<file path="src/rtl/rst_synchronizer_if.sv">
`default_nettype none
// ============================================================================
// Module   : rst_synchronizer_if
// Brief    : Reset request / synchronized reset bundle for one clock domain.
// Revision : 1.0 - initial release
// ============================================================================
interface rst_synchronizer_if;
    logic rstN;
    logic sync_rstN;
    logic sync_rst;
    logic release_pulse;

    modport master (
        input  rstN,
        output sync_rstN,
        output sync_rst,
        output release_pulse
    );

    modport slave (
        output rstN,
        input  sync_rstN,
        input  sync_rst,
        input  release_pulse
    );
endinterface
`default_nettype wire

</file>
<file path="src/rtl/rst_synchronizer.sv">
`default_nettype none
// ============================================================================
// Module   : rst_synchronizer
// Brief    : Asynchronous-assert / synchronous-release reset bridge with an
//            optional post-release hold and a one-cycle release pulse.
// Revision : 1.0 - initial release
// ============================================================================
module rst_synchronizer #(
    parameter int SYNC_STAGES = 2,   // 2..8
    parameter int HOLD_CYCLES = 0    // 0..255
) (
    input wire clk,
    input wire rst,
    rst_synchronizer_if.master rstBus
);

    localparam int c_CNT_W = (HOLD_CYCLES > 0) ? $clog2(HOLD_CYCLES + 1) : 1;
    localparam logic [c_CNT_W-1:0] c_HOLD_LOAD = c_CNT_W'(HOLD_CYCLES);

    logic                   w_rstN;
    logic [SYNC_STAGES-1:0] r_chain;
    logic [SYNC_STAGES-1:0] w_chainNext;
    logic [c_CNT_W-1:0]     r_holdCnt;
    logic [c_CNT_W-1:0]     w_cntNext;
    logic                   w_releaseNext;
    logic                   r_syncRstN;
    logic                   r_releasePulse;

    assign w_rstN = rstBus.rstN;

    // Stage 0 samples a constant 1; that flop is the only one that can go
    // metastable when rstN rises close to an edge.
    assign w_chainNext = {r_chain[SYNC_STAGES-2:0], 1'b1};

    // The hold counter only runs once the chain has fully released.
    always_comb begin
        w_cntNext = r_holdCnt;
        if (r_chain[SYNC_STAGES-1] && (r_holdCnt != '0)) begin
            w_cntNext = r_holdCnt - c_CNT_W'(1);
        end
    end

    // Looking at next-state values lets the output flop release on the same
    // edge the chain/counter complete, so no extra cycle is added.
    assign w_releaseNext = w_chainNext[SYNC_STAGES-1] && (w_cntNext == '0);

    always_ff @(posedge clk or negedge w_rstN) begin
        if (!w_rstN) begin
            r_chain        <= '0;
            r_holdCnt      <= c_HOLD_LOAD;
            r_syncRstN     <= 1'b0;
            r_releasePulse <= 1'b0;
        end else if (rst) begin
            r_chain        <= '0;
            r_holdCnt      <= c_HOLD_LOAD;
            r_syncRstN     <= 1'b0;
            r_releasePulse <= 1'b0;
        end else begin
            r_chain        <= w_chainNext;
            r_holdCnt      <= w_cntNext;
            r_syncRstN     <= w_releaseNext;
            r_releasePulse <= w_releaseNext && !r_syncRstN;
        end
    end

    assign rstBus.sync_rstN     = r_syncRstN;
    assign rstBus.sync_rst      = ~r_syncRstN;
    assign rstBus.release_pulse = r_releasePulse;

endmodule
`default_nettype wire

</file>
<file path="src/flat_wrapper.sv">
// flat-port wrapper written by rule: the top's interface ports become plain ports
module rst_synchronizer_flat 
#(
    parameter int SYNC_STAGES = 2,          
    parameter int HOLD_CYCLES = 0             
)
  (clk, rst, rstBus_rstN, rstBus_sync_rstN, rstBus_sync_rst, rstBus_release_pulse);
  rst_synchronizer_if rstBus_i ();
  input wire clk;
  input wire rst;
  input wire logic [$bits(rstBus_i.rstN)-1:0] rstBus_rstN;
  output wire logic [$bits(rstBus_i.sync_rstN)-1:0] rstBus_sync_rstN;
  output wire logic [$bits(rstBus_i.sync_rst)-1:0] rstBus_sync_rst;
  output wire logic [$bits(rstBus_i.release_pulse)-1:0] rstBus_release_pulse;
  assign rstBus_i.rstN = rstBus_rstN;
  assign rstBus_sync_rstN = rstBus_i.sync_rstN;
  assign rstBus_sync_rst = rstBus_i.sync_rst;
  assign rstBus_release_pulse = rstBus_i.release_pulse;
  rst_synchronizer #(.SYNC_STAGES(SYNC_STAGES), .HOLD_CYCLES(HOLD_CYCLES)) u_core (.clk(clk), .rst(rst), .rstBus(rstBus_i));
endmodule
</file>
<file path="config.mk">
export PLATFORM = sky130hd
export DESIGN_NAME = rst_synchronizer_flat
export DESIGN_NICKNAME = d
export VERILOG_FILES = /design/src/rtl/rst_synchronizer_if.sv /design/src/rtl/rst_synchronizer.sv /design/src/flat_wrapper.sv
export SDC_FILE = /design/constraint.sdc
export NUM_CORES = 1
export LEC_CHECK = 0
export CORE_AREA = 3 3 40 42
export CTS_CLUSTER_DIAMETER = 30
export DETAILED_ROUTE_END_ITERATION = 10
export DIE_AREA = 0 0 43 45
export REMOVE_ABC_BUFFERS = 1
export SETUP_SLACK_MARGIN = 0.15
export SKIP_LAST_GASP = 1
export SLEW_MARGIN = 20
export SYNTH_ARGS = -nofsm -noshare
export SYNTH_HDL_FRONTEND = slang
export SYNTH_SLANG_ARGS = --single-unit
</file>
<file path="constraint.sdc">
create_clock -name clk -period 1.6 [get_ports clk]
set_clock_uncertainty 0.05 [all_clocks]
set_input_delay 0.16 -clock clk [delete_from_list [all_inputs] [get_ports clk]]
set_output_delay 0.16 -clock clk [all_outputs]
set_load 0.01 [all_outputs]
</file>
==> out/qor.csv <==
metric,value,unit
status,completed,
fin_crit_sh,0.857,
ant_nets,0,
cts_tree,yes,
min_period,1370,ps
cellPowerDensity,1100,nW/um^2
fp.dieH,45,um
grt_antenna_before_repair,0,
syn_to_final_growth,55.3,%
post_drt_wl_per_cell,7.49,um
diodes,0,
cp_slowest_stage_delay,550,ps
drtIter0Drc,0,
vias,117,
clock_latency,240,ps
die_area,1940,um^2
multi_input_area,40.0,um^2
die_w,43,um
fin_cells,37,
hold_viol_final,0,
grt-ovfl-total,0,
numClockSinks,5,
maxSlewViolCount,0,
syn_inst,13,
rows,13,
cts_max_level,1,
setup_violations,0,
cts_buffer_depth,2,
tns,0,ps
postCtsSetupBuffers,0,
grt_pass1_vias,129,
maxCapViolCount,0,
worstMarginPinSlew,221,ps
firstDrtPassIters,1,
initial_utilization,0.137,
cp.arrival,1160,ps
pin_count,6,
numCtsBuffers,3,
hold_path_class,in2async,
yosys_warnings,0,
grt_max_degree,6,
hpwl,229,um
worst-path-buf-inv,1,
rsz0062_at_grt,false,
fillers,144,
pre_cts_ws,426,ps
ys_ff_latch,5,
ys_seq_area_frac,0.709,
nNetsFinal,26,
start_kind,flop,
synth_cell_types,7,
end_kind,output port,
dp_cells,33,
seq_area,125,um^2
port_buffers,5,
cp.required,1390,ps
crit_fanout,3,
leakage,0.136,nW
syn_avg_cell_area,13.6,um^2
cts_root_buf,clkbuf_4,
path_delay_family,buffers and inverters,
core-area,1280,um^2
p_total,0.300,mW
timing.final.ws_setup,228,ps
slew_headroom,0.853,
finalWirelength,277,um
gp_congestion,0.603,
cp_slowest_cell,clkdlybuf4s50_1,
crit_type,reg2out,
postCtsHoldBufs,0,
synth_area,176,um^2
max_freq,0.729,GHz
via_per_inst,3.16,
path_cells,clkdlybuf4s50_1,
peakVddDrop,0.000285,V
drc,0,
drive_gt1_frac,0.227,
clk_pin_slew,40,ps
grt_first_pass_wirelength,510,um
grtUsageTotal,0.0452,
-- synth_stat cells (all sizes together) --
| cell type | number | area [um^2] |
|---|---|---|
| dfrtp | 5 | 125 |
| inv | 3 | 11.3 |
| and2 | 1 | 6.26 |
| nand2b | 1 | 6.26 |
| nor2 | 1 | 3.75 |
| nor2b | 1 | 13.8 |
| nor3 | 1 | 10.0 |
-- state kept, by name (all words and copies together) (netlist names) --
| name | cells |
|---|---|
| u_core.r_chain | 2 |
| u_core.r_holdCnt | 1 |
| u_core.rstBus.release_pulse | 1 |
| u_core.rstBus.sync_rstN | 1 |
-- report_power, final --
group	switching (mW)	internal [mW]	total (mW)
combinational	0.00873	0.0123	0.0210
sequential	0.00303	0.132	0.135
clock	0.0498	0.0942	0.144
-- cell type report --
| cell class | count | area share |
|---|---|---|
| clock buffer | 4 | 0.0959 |
| inverter | 3 | 0.0411 |
| timing repair buffer | 5 | 0.192 |
| multi-input combinational | 5 | 0.146 |
| sequential | 5 | 0.457 |
| tap | 15 | 0.0685 |
-- cells by family after synthesis --
| family | share of synthesized area |
|---|---|
| buffers and inverters | 0.0638 |
| flip-flops | 0.709 |
| AND/OR/NAND/NOR | 0.227 |
-- per-layer routing --
metal / wire length (um) / vias to the layer above / GRT usage
met5: 0 / - / 0
met4: 0 / 0 / 0.0361
met3: 49 / 0 / 0.0598
met2: 121 / 8 / 0.0539
met1: 106 / 54 / 0.0366
li1: - / 55 / -
-- timing repair --
| action | 4_1_cts | 5_1_grt |
|---|---|---|
| endpoints found under the setup margin | 0 | 1 |
| resized for setup | 0 | 1 |
| endpoints found under the hold margin | 0 | 0 |
-- path summary, 6_finish.rpt --
kind	to	start	slack (ps)	cells past startpoint
max in group asynchronous	u_core.r_chain[0]	rstBus_rstN	1230	1
setup / recovery	rstBus_sync_rstN	u_core.rstBus.sync_rstN	230	1
setup reg to reg	u_core.r_holdCnt	u_core.r_holdCnt	800	2
hold / removal	u_core.rstBus.sync_rstN	rstBus_rstN	90	1
hold reg to reg	u_core.rstBus.release_pulse	u_core.rstBus.sync_rstN	420	1
min in group clk	u_core.r_chain[0]	rst	390	2
-- placed cells by master, fill, tap and decap left out, drive strengths merged --
cell           synthesis  routed
and2                   1       1
clkbuf                 0       4
clkdlybuf4s50          0       4
dfrtp                  5       5
dlymetal6s2s           0       1
inv                    3       3
nand2b                 1       1
nor2                   1       1
nor2b                  1       1
nor3                   1       1
-- stage by stage --
step                      utilization  hold slack (ps)  area (um^2)
after floorplan                     -             -186          176
after global placement          0.191              333          245
after detailed placement        0.191              347          245
after CTS                       0.211             88.2          272
after global routing            0.213             97.3          274
final                           0.213             88.4          274
(Power assumes the default switching activity.)
